--- src/rtl/req_ack_pkg.sv ---
// Shared definitions for the toggle-encoded request/acknowledge responder:
// FSM state encoding, data-width default and a timer-width helper.
package req_ack_pkg;

    // Default request word width.
    localparam int DATA_W_DEFAULT = 16;

    // Fixed 2-bit state encoding. It is exposed as plain localparams so that
    // other code can decode a raw 2-bit state value without the enum type.
    localparam logic [1:0] ST_IDLE_ENC = 2'd0;
    localparam logic [1:0] ST_WAIT_ENC = 2'd1;
    localparam logic [1:0] ST_ACK_ENC  = 2'd2;

    typedef enum logic [1:0] {
        ST_IDLE = ST_IDLE_ENC,  // no request outstanding
        ST_WAIT = ST_WAIT_ENC,  // request issued, waiting for i_done or timeout
        ST_ACK  = ST_ACK_ENC    // ack toggle just inverted, one turnaround cycle
    } state_t;

    // Width of the wait timer. The counter must hold 0..timeout-1, and a
    // disabled timeout (0) still needs one bit so the vector stays legal.
    function automatic int timer_width(input int timeout);
        return (timeout > 0) ? $clog2(timeout + 1) : 1;
    endfunction

endpackage : req_ack_pkg

--- src/rtl/toggle_edge_sync.sv ---
// Brings an asynchronous request toggle into the local clock domain and turns
// each level change into a one-cycle registered edge pulse. Edges are
// suppressed while the synchroniser refills after reset, so a toggle level
// that was already high at reset is adopted without creating a request.
module toggle_edge_sync #(
    parameter int SYNC_STAGES = 2   // synchroniser depth, must be >= 2
) (
    input  logic i_clk,
    input  logic i_rst,
    input  logic i_toggle,
    output logic o_edge
);

    // The window covers the synchroniser stages plus the history flop, which
    // is exactly how long a reset-time level takes to reach the history flop.
    localparam int ARM_CYCLES = SYNC_STAGES + 1;
    localparam int ARM_W      = $clog2(ARM_CYCLES + 1);
    localparam logic [ARM_W-1:0] ARM_DONE = ARM_W'(ARM_CYCLES);

    logic [SYNC_STAGES-1:0] r_sync;
    logic                   r_hist;
    logic [ARM_W-1:0]       r_arm_cnt;
    logic                   r_edge;

    logic w_sync_out;
    logic w_armed;
    logic w_edge_raw;

    assign w_sync_out = r_sync[SYNC_STAGES-1];
    assign w_armed    = (r_arm_cnt == ARM_DONE);
    assign w_edge_raw = w_sync_out ^ r_hist;

    // Multi-flop synchroniser: shift the raw toggle through SYNC_STAGES flops.
    always_ff @(posedge i_clk) begin
        if (i_rst) begin
            r_sync <= '0;
        end else begin
            // NOTE: non-blocking assignment is what makes this a shift register;
            // each stage must take the previous stage's value from before the edge.
            r_sync <= {r_sync[SYNC_STAGES-2:0], i_toggle};
        end
    end

    // History flop: remembers the last synchronised level, always tracking,
    // so any level present during the arming window is absorbed silently.
    always_ff @(posedge i_clk) begin
        if (i_rst) begin
            r_hist <= 1'b0;
        end else begin
            r_hist <= w_sync_out;
        end
    end

    // Arming counter: counts up once after reset and then parks at ARM_DONE.
    always_ff @(posedge i_clk) begin
        if (i_rst) begin
            r_arm_cnt <= '0;
        end else if (!w_armed) begin
            r_arm_cnt <= r_arm_cnt + 1'b1;
        end
    end

    // Registered edge pulse, gated by the arming window.
    always_ff @(posedge i_clk) begin
        if (i_rst) begin
            r_edge <= 1'b0;
        end else begin
            r_edge <= w_armed & w_edge_raw;
        end
    end

    assign o_edge = r_edge;

endmodule : toggle_edge_sync

--- src/rtl/req_ack_responder.sv ---
// Destination side of a toggle request/acknowledge handshake. A synchronised
// request toggle edge captures the request word and issues a one-cycle
// o_req_valid pulse; completion (i_done) or an optional timeout returns an
// acknowledge toggle. Request edges arriving while a request is outstanding
// are protocol violations: they raise a sticky error and are dropped.
module req_ack_responder
    import req_ack_pkg::*;
#(
    parameter int DATA_W      = DATA_W_DEFAULT, // request word width
    parameter int SYNC_STAGES = 2,              // synchroniser depth (>= 2)
    parameter int TIMEOUT     = 1023            // max wait cycles, 0 = never
) (
    input  logic              i_clk,
    input  logic              i_rst,
    // Initiator side (asynchronous to i_clk)
    input  logic              i_req_toggle,
    input  logic [DATA_W-1:0] i_req_data,
    output logic              o_ack_toggle,
    // Local consumer side
    output logic              o_req_valid,
    output logic [DATA_W-1:0] o_req_data,
    input  logic              i_done,
    // Status
    output logic              o_busy,
    output logic              o_timeout,
    output logic              o_err,
    input  logic              i_err_clr
);

    localparam int TMR_W  = timer_width(TIMEOUT);
    localparam bit TMO_EN = (TIMEOUT != 0);
    // Expiry value; when the timeout is disabled the comparison is never used.
    localparam logic [TMR_W-1:0] TMR_LAST = TMR_W'(TMO_EN ? TIMEOUT - 1 : 0);

    state_t              r_state;
    logic [TMR_W-1:0]    r_timer;
    logic [DATA_W-1:0]   r_req_data;
    logic                r_req_valid;
    logic                r_ack_toggle;
    logic                r_timeout;
    logic                r_err;

    logic                w_edge;
    logic                w_tmr_expired;

    // Request-toggle synchroniser and edge detector.
    toggle_edge_sync #(
        .SYNC_STAGES (SYNC_STAGES)
    ) u_edge_sync (
        .i_clk    (i_clk),
        .i_rst    (i_rst),
        .i_toggle (i_req_toggle),
        .o_edge   (w_edge)
    );

    // The timer sits at TIMEOUT-1 during the TIMEOUT-th cycle of WAIT
    // (the o_req_valid cycle being the first), so expiry is acted on at the
    // edge that closes that cycle.
    assign w_tmr_expired = TMO_EN && (r_timer == TMR_LAST);

    // Handshake FSM with registered data capture, pulses and sticky error.
    always_ff @(posedge i_clk) begin
        if (i_rst) begin
            r_state      <= ST_IDLE;
            r_timer      <= '0;
            r_req_data   <= '0;
            r_req_valid  <= 1'b0;
            r_ack_toggle <= 1'b0;
            r_timeout    <= 1'b0;
            r_err        <= 1'b0;
        end else begin
            // Pulses default low each cycle; the branches below raise them
            // for exactly the one cycle that needs them.
            r_req_valid <= 1'b0;
            r_timeout   <= 1'b0;

            case (r_state)
                ST_IDLE: begin
                    // i_done is meaningless here and deliberately ignored.
                    if (w_edge) begin
                        r_state     <= ST_WAIT;
                        r_req_data  <= i_req_data;
                        r_req_valid <= 1'b1;
                        r_timer     <= '0;
                    end
                end

                ST_WAIT: begin
                    // Completion takes priority over a coincident expiry.
                    if (i_done) begin
                        r_state      <= ST_ACK;
                        r_ack_toggle <= ~r_ack_toggle;
                    end else if (w_tmr_expired) begin
                        r_state      <= ST_ACK;
                        r_ack_toggle <= ~r_ack_toggle;
                        r_timeout    <= 1'b1;
                    end else if (TMO_EN) begin
                        // Expiry leaves WAIT before the counter can wrap.
                        r_timer <= r_timer + 1'b1;
                    end
                end

                ST_ACK: begin
                    // Turnaround cycle; i_done is ignored here as well.
                    r_state <= ST_IDLE;
                end

                default: begin
                    r_state <= ST_IDLE;
                end
            endcase

            // A request edge while busy breaks the initiator's contract. The
            // edge is consumed (the FSM above only acts on it in IDLE) and
            // flagged; a new violation outranks a same-cycle clear.
            if (w_edge && (r_state != ST_IDLE)) begin
                r_err <= 1'b1;
            end else if (i_err_clr) begin
                r_err <= 1'b0;
            end
        end
    end

    assign o_req_valid  = r_req_valid;
    assign o_req_data   = r_req_data;
    assign o_ack_toggle = r_ack_toggle;
    assign o_timeout    = r_timeout;
    assign o_err        = r_err;
    assign o_busy       = (r_state != ST_IDLE);

endmodule : req_ack_responder

--- config.mk ---
export PLATFORM = sky130hd
export DESIGN_NAME = req_ack_responder
export DESIGN_NICKNAME = d
export VERILOG_FILES = /design/src/rtl/req_ack_pkg.sv /design/src/rtl/toggle_edge_sync.sv /design/src/rtl/req_ack_responder.sv
export SDC_FILE = /design/constraint.sdc
export NUM_CORES = 1
export LEC_CHECK = 0
export CORE_MARGIN = 1.5
export CORE_UTILIZATION = 51
export CTS_CLUSTER_DIAMETER = 120
export DETAILED_ROUTE_END_ITERATION = 7
export GPL_ROUTABILITY_DRIVEN = 1
export PLACE_DENSITY = 0.85
export SYNTH_ARGS = -nofsm -noshare
export SYNTH_HDL_FRONTEND = slang
export SYNTH_HIERARCHICAL = 1
export SYNTH_SLANG_ARGS = --single-unit
--- constraint.sdc ---
create_clock -name i_clk -period 2.8 [get_ports i_clk]
set_clock_uncertainty 0.2 [all_clocks]
set_input_delay 0.56 -clock i_clk [delete_from_list [all_inputs] [get_ports i_clk]]
set_output_delay 0.56 -clock i_clk [all_outputs]
set_load 0.02 [all_outputs]
==> results of run 1 <==
==> registers in the layout, summed over array words and instances (netlist names) <==
register	count
u_edge_sync/o_edge	1
o_ack_toggle	1
r_timer	10
o_err	1
r_state	2
u_edge_sync/r_hist	1
u_edge_sync/r_arm_cnt	2
o_req_data	16
o_timeout	1
o_req_valid	1
u_edge_sync/r_sync	2
==> through the flow <==
stage	total power, uW	instances	worst slack, ns
after floorplan	602	179	0.981
after global placement	642	247	0.463
after detailed placement	647	247	0.398
after CTS	1010	255	0.388
after global routing	1030	255	0.321
final	992	255	0.408
==> metal layers <==
layer  routed length, um  GRT usage [%]  vias up
met3                 262           6.25        3
li1                    -              -      709
met5                   0              0        -
met4                  28           7.97        0
met1                1460           25.2      655
met2                1810           37.7       60
==> cell type report <==
cell class | instances | area [um2] | area share, %
Clock inverter | 3 | 40.0 | 1.93
Clock buffer | 5 | 37.5 | 1.81
Timing Repair Buffer | 43 | 425 | 20.5
Sequential cell | 38 | 761 | 36.7
Tap cell | 31 | 38.8 | 1.87
Inverter | 4 | 15.0 | 0.725
Multi-Input combinational cell | 131 | 753 | 36.4
==> worst max-delay path by stage <==
stage	cells past startpoint	start	slack, ns	to
3_3_place_gp	4	i_done	0.46	r_timer[9]$_SDFFE_PP0P_
4_1_cts	3	r_state[0]$_SDFFE_PP0P_	0.39	o_busy
2_1_floorplan	6	r_timer[0]$_SDFFE_PP0P_	0.98	r_state[0]$_SDFFE_PP0P_
3_5_place_dp	4	i_done	0.40	r_timer[9]$_SDFFE_PP0P_
6_report	3	r_state[0]$_SDFFE_PP0P_	0.41	o_busy
5_1_grt	3	r_state[0]$_SDFFE_PP0P_	0.32	o_busy
==> report_power, final <==
| group | leakage [uW] | switching [uW] | internal [uW] | total, uW |
|---|---|---|---|---|
| clock network | 0.0000450 | 172 | 185 | 357 |
| logic | 0.000417 | 32.7 | 44.7 | 77.3 |
| registers | 0.000307 | 6.76 | 551 | 558 |
==> layout by cell type (no fill, tap or decap), types with 5 or more instances in the layout <==
cell type	count
a21oi_1	19
clkbuf_4	5
and3_1	5
nor2_1	11
dfxtp_1	38
clkdlybuf4s50_1	41
nand2_1	40
a31oi_1	5
==> cell families after synthesis <==
kind of cell             Yosys count  share of synthesized area (%)
AO/OA/AOI/OAI                     40                           17.2
buffers and inverters             10                           2.50
flip-flops                        38                           49.0
adder cells (fa/ha/maj)            3                           2.42
XOR/XNOR                           2                           1.13
AND/OR/NAND/NOR                   84                           26.4
multiplexers                       2                           1.37
==> worst max-delay path, cell delays in order (launching register included) <==
cell and delay (ns):
dfxtp_1 0.49, nor2_1 0.11, inv_1 0.09, clkdlybuf4s50_1 0.60
==> metrics.md, run 1 <==
| Metric | Value |
|---|---|
| Core area | 0.00283 mm2 |
| Number of port buffers | 41 |
| Async SR Flop Fraction | 0% |
| Layout Cell Area excl Fill | 0.00207 mm2 |
| Clk sinks | 38 |
| HPWL after DPL | 2710 um |
| PD cells | 479 mW/mm2 |
| Fin crit period | 2.39 ns |
| RR Startpoint | r_timer[0]$_SDFFE_PP0P_ |
| Routed vias/inst | 5.60 |
| Gpl congestion | 0.896 |
| Total Neg Setup Slack | 0 ns |
| Worst VDD drop | 434 uV |
| Synth unique cells | 36 |
| Gr usage total | 21.6% |
| Placement Rows | 19 |
| Nature of the critical path endpoint | output pin |
| WS Path Type | reg2out |
| Cell count after synthesis | 179 |
| Leak | 0.000769 uW |
| Pin count of the biggest net entering global routing | 18 |
| Synth area leaders | dfxtp_1 (49%), nand2_1 (9.7%), a21oi_1 (6.1%) |
| Finish-stage setup viols | 0 |
| Post-synthesis register bit count | 38 |
| Worst R2R Setup Slack | 0.64 ns |
| Cell Area, Placed | 0.00199 mm2 |
| Hold Path End | u_edge_sync/r_sync[1]$_SDFF_PP0_ |
| Yosys warnings | 6 |
| Post-CTS setup buffers | 0 |
| Most instantiated cells after synthesis | nand2_1 (40), dfxtp_1 (38), a21oi_1 (19), nor2_1 (11) |
| RSZ-0062 raised after global routing | no |
| Register area share after synthesis | 49.0% |
| # IOs | 42 |
| Mapped cell area | 0.00155 mm2 |
| Synth Flop Type | dfxtp_1 |
| Startpoint types | register |
| Worst-margin pin slew | 0.549 ns |
| Die area | 0.00338 mm2 |
| Via Count | 1427 |
| FF-to-FF End | r_state[0]$_SDFFE_PP0P_ |
| Num CTS Buffers | 5 |
| Share of cells above drive strength 1 | 8.48% |
| Post-CTS resize count | 0 |
| Worst Reg-to-Reg Cells | 6 |
| Worst Min Path Start | u_edge_sync/r_sync[0]$_SDFF_PP0_ |
| CTS tree | yes |
| Number of synthesized flops with an enable pin | 0 |
| Period utilization | 85.4% |
| Final Hold Fails | 0 |
| Hold buffers post-CTS | 0 |
| CTS root buffer | clkbuf_4 |
| Final nets | 247 |
| Yosys top cell by area | dfxtp_1 |
| Clock Latency Late Sink | 0.33 ns |
| Initial antenna violation count | 0 |
| TritonRoute pass-1 iters | 7 |
| Req. time, crit path | 2.04 ns |
| Die width | 58.2 um |
| Slew Viols, Final | 0 |
| Area delta synth->final | 33.4% |
| Grt ovf | 0 |
| Synth Area per Inst | 8.67 um2 |
| Max_slew headroom | 63.3% |
| Initial DRC count | 61 |
| WL/cell | 14.0 um |
| Worst Hold Class | reg2reg |
| FMAX | 418 MHz |
| Post-Route WL | 3570 um |
| Hold slack | 0.258 ns |
| Count leader, synth | nand2_1 |
| First-pass GRT wire length | 5640 um |
| Remaining DRCs | 7 |
| H-tree depth | 2 |
| Critical path arrival | 1.63 ns |
| Max FO, Critical Path | 6 |
| Die Y | 58.2 um |
| Synth Net Count | 203 |
| Fillers | 223 |
| Max Root-Sink Buffers | 2 |
| Outcome | complete, but fails checks |
| Diodes inserted | 0 |
| Final ANT Viol Nets | 0 |
| Synth top area share | 49.0% |
| Reg clk slew, reported paths | 0.11 ns |
| Failing checks | DRC |
| Finished Core Util | 73.2% |
| Hold depth | 1 |
| Vias in the first global route | 1323 |
| Initial Util | 54.9% |
| Maxcap violations | 0 |
Power figures use the tool's default switching activity.
==> run 2, diff against run 1 <==
--- a/config.mk
+++ b/config.mk
@@ -8,9 +8,11 @@
 export CORE_MARGIN = 1.5
 export CORE_UTILIZATION = 51
 export CTS_CLUSTER_DIAMETER = 120
+export CTS_CLUSTER_SIZE = 16
 export DETAILED_ROUTE_END_ITERATION = 7
 export GPL_ROUTABILITY_DRIVEN = 1
 export PLACE_DENSITY = 0.85
+export RECOVER_POWER = 100
 export SYNTH_ARGS = -nofsm -noshare
 export SYNTH_HDL_FRONTEND = slang
 export SYNTH_HIERARCHICAL = 1
==> metrics.md, run 2 (same netlist as run 1, synthesis figures left out) <==
| Metric | Value |
|---|---|
| Hold buffers post-CTS | 0 |
| Die width | 58.2 um |
| Maxcap violations | 0 |
| Max Root-Sink Buffers | 2 |
| Remaining DRCs | 7 |
| CTS tree | yes |
| Core area | 0.00283 mm2 |
| Fin crit period | 2.45 ns |
| TritonRoute pass-1 iters | 6 |
| Grt met2 use | 37.7% |
| Outcome | complete, but fails checks |
| Startpoint types | register |
| Max reg flops | 16 |
| Post-CTS resize count | 0 |
| H-tree depth | 2 |
| Number of port buffers | 41 |
| CP peak stage delay | 0.67 ns |
| Diodes inserted | 0 |
| Nature of the critical path endpoint | output pin |
| RSZ-0062 raised after global routing | no |
| Reg clk slew, reported paths | 0.11 ns |
| GR peak layer | met2 |
| Worst-margin pin slew | 0.789 ns |
| CTS root buffer | clkbuf_4 |
| Critical-path cell list | nor2_1, inv_1, dlygate4sd3_1 |
| Critical path arrival | 1.69 ns |
| Placed Cells | 247 |
| Max_slew headroom | 47.4% |
| FMAX | 409 MHz |
| First-pass GRT wire length | 5640 um |
| WS Path Type | reg2out |
| Initial Util | 54.9% |
| Area delta synth->final | 32.4% |
| Setup ws final | 0.354 ns |
| Leak | 0.000829 uW |
| Routed vias/inst | 5.62 |
| Initial antenna violation count | 0 |
| Gpl congestion | 0.896 |
| Initial DRC count | 59 |
| # IOs | 42 |
| Commonest non-fill, non-tap cell in the layout | nand2_1 |
| Finish-stage setup viols | 0 |
| Grt ovf | 0 |
| WL/cell | 14.0 um |
| Share of cells above drive strength 1 | 7.14% |
| Post-CTS setup buffers | 0 |
| Final Hold Fails | 0 |
| Pre-CTS WS | 0.398 ns |
| Die Y | 58.2 um |
| Final ANT Viol Nets | 0 |
| Period utilization | 87.4% |
| GR Layer Usage met1 | 25.2% |
| Failing checks | DRC |
| Final std cells w/o fill | 255 |
| Clock Latency Late Sink | 0.34 ns |
| Finished Core Util | 72.7% |
| PD cells | 483 mW/mm2 |
| GRT met3 Usage | 6.25% |
| Via Count | 1434 |
| Worst Hold Class | reg2reg |
| Num CTS Buffers | 5 |
| Max FO, Critical Path | 6 |
| Vias in the first global route | 1323 |
| CP top delay family | buffers and inverters |
| Total Neg Setup Slack | 0 ns |
| Critical path's slowest cell | dlygate4sd3_1 |
| Placement Rows | 19 |
| Req. time, crit path | 2.04 ns |
| Pin count of the biggest net entering global routing | 18 |
| Clk sinks | 38 |
| Post-Route WL | 3570 um |
| Slew Viols, Final | 0 |
| Die area | 0.00338 mm2 |
| HPWL after DPL | 2710 um |
| Worst VDD drop | 434 uV |
| Worst Path Buf+Inv | 2 |
| Final nets | 247 |
| Gr usage total | 21.6% |
| Most frequent cells in the layout | nand2_1 (40), dfxtp_1 (38), dlygate4sd3_1 (22) |
run 2: cell count changes in the layout (fill, tap and decap cells not counted), sizes merged:
cell           previous run  this run
clkdlybuf4s50            41        19
dlygate4sd3               0        22
buf                       2         1
clkbuf                    5         6
run 2: layer usage:
layer / vias up / wire length (um)
li1: 707 / -
met1: 670 / 1480
met2: 52 / 1800
met3: 5 / 232
met4: 0 / 57
met5: - / 0
run 2: worst paths after layout:
check	endpoint	slack (ns)	startpoint	depth (start not counted)
setup / recovery	o_busy	0.35	r_state[0]$_SDFFE_PP0P_	3
hold / removal	u_edge_sync/r_sync[1]$_SDFF_PP0_	0.26	u_edge_sync/r_sync[0]$_SDFF_PP0_	1
setup reg to reg	r_state[0]$_SDFFE_PP0P_	0.52	r_timer[0]$_SDFFE_PP0P_	6
hold reg to reg	u_edge_sync/r_sync[1]$_SDFF_PP0_	0.26	u_edge_sync/r_sync[0]$_SDFF_PP0_	1
run 2: layout make-up:
type	count	area, um2
Fill cell	227	773
Sequential cell	38	761
Multi-Input combinational cell	131	742
Timing Repair Buffer	43	422
Clock inverter	3	40.0
Tap cell	31	38.8
Clock buffer	5	37.5
Inverter	4	15.0
run 2: where the power goes:
group          internal [uW]  switching [uW]
sequential               551            6.59
clock                    185             175
combinational           42.9            32.5
total                    779             214
run 2: per-stage QoR:
step	instance area, um2	power, uW	hold WS [ns]
detailed placement	1990	647	0.233
CTS	2070	1010	0.264
floorplan	1550	602	0.214
global route	2060	1030	0.270
finish	2060	993	0.258
global placement	1990	642	0.224
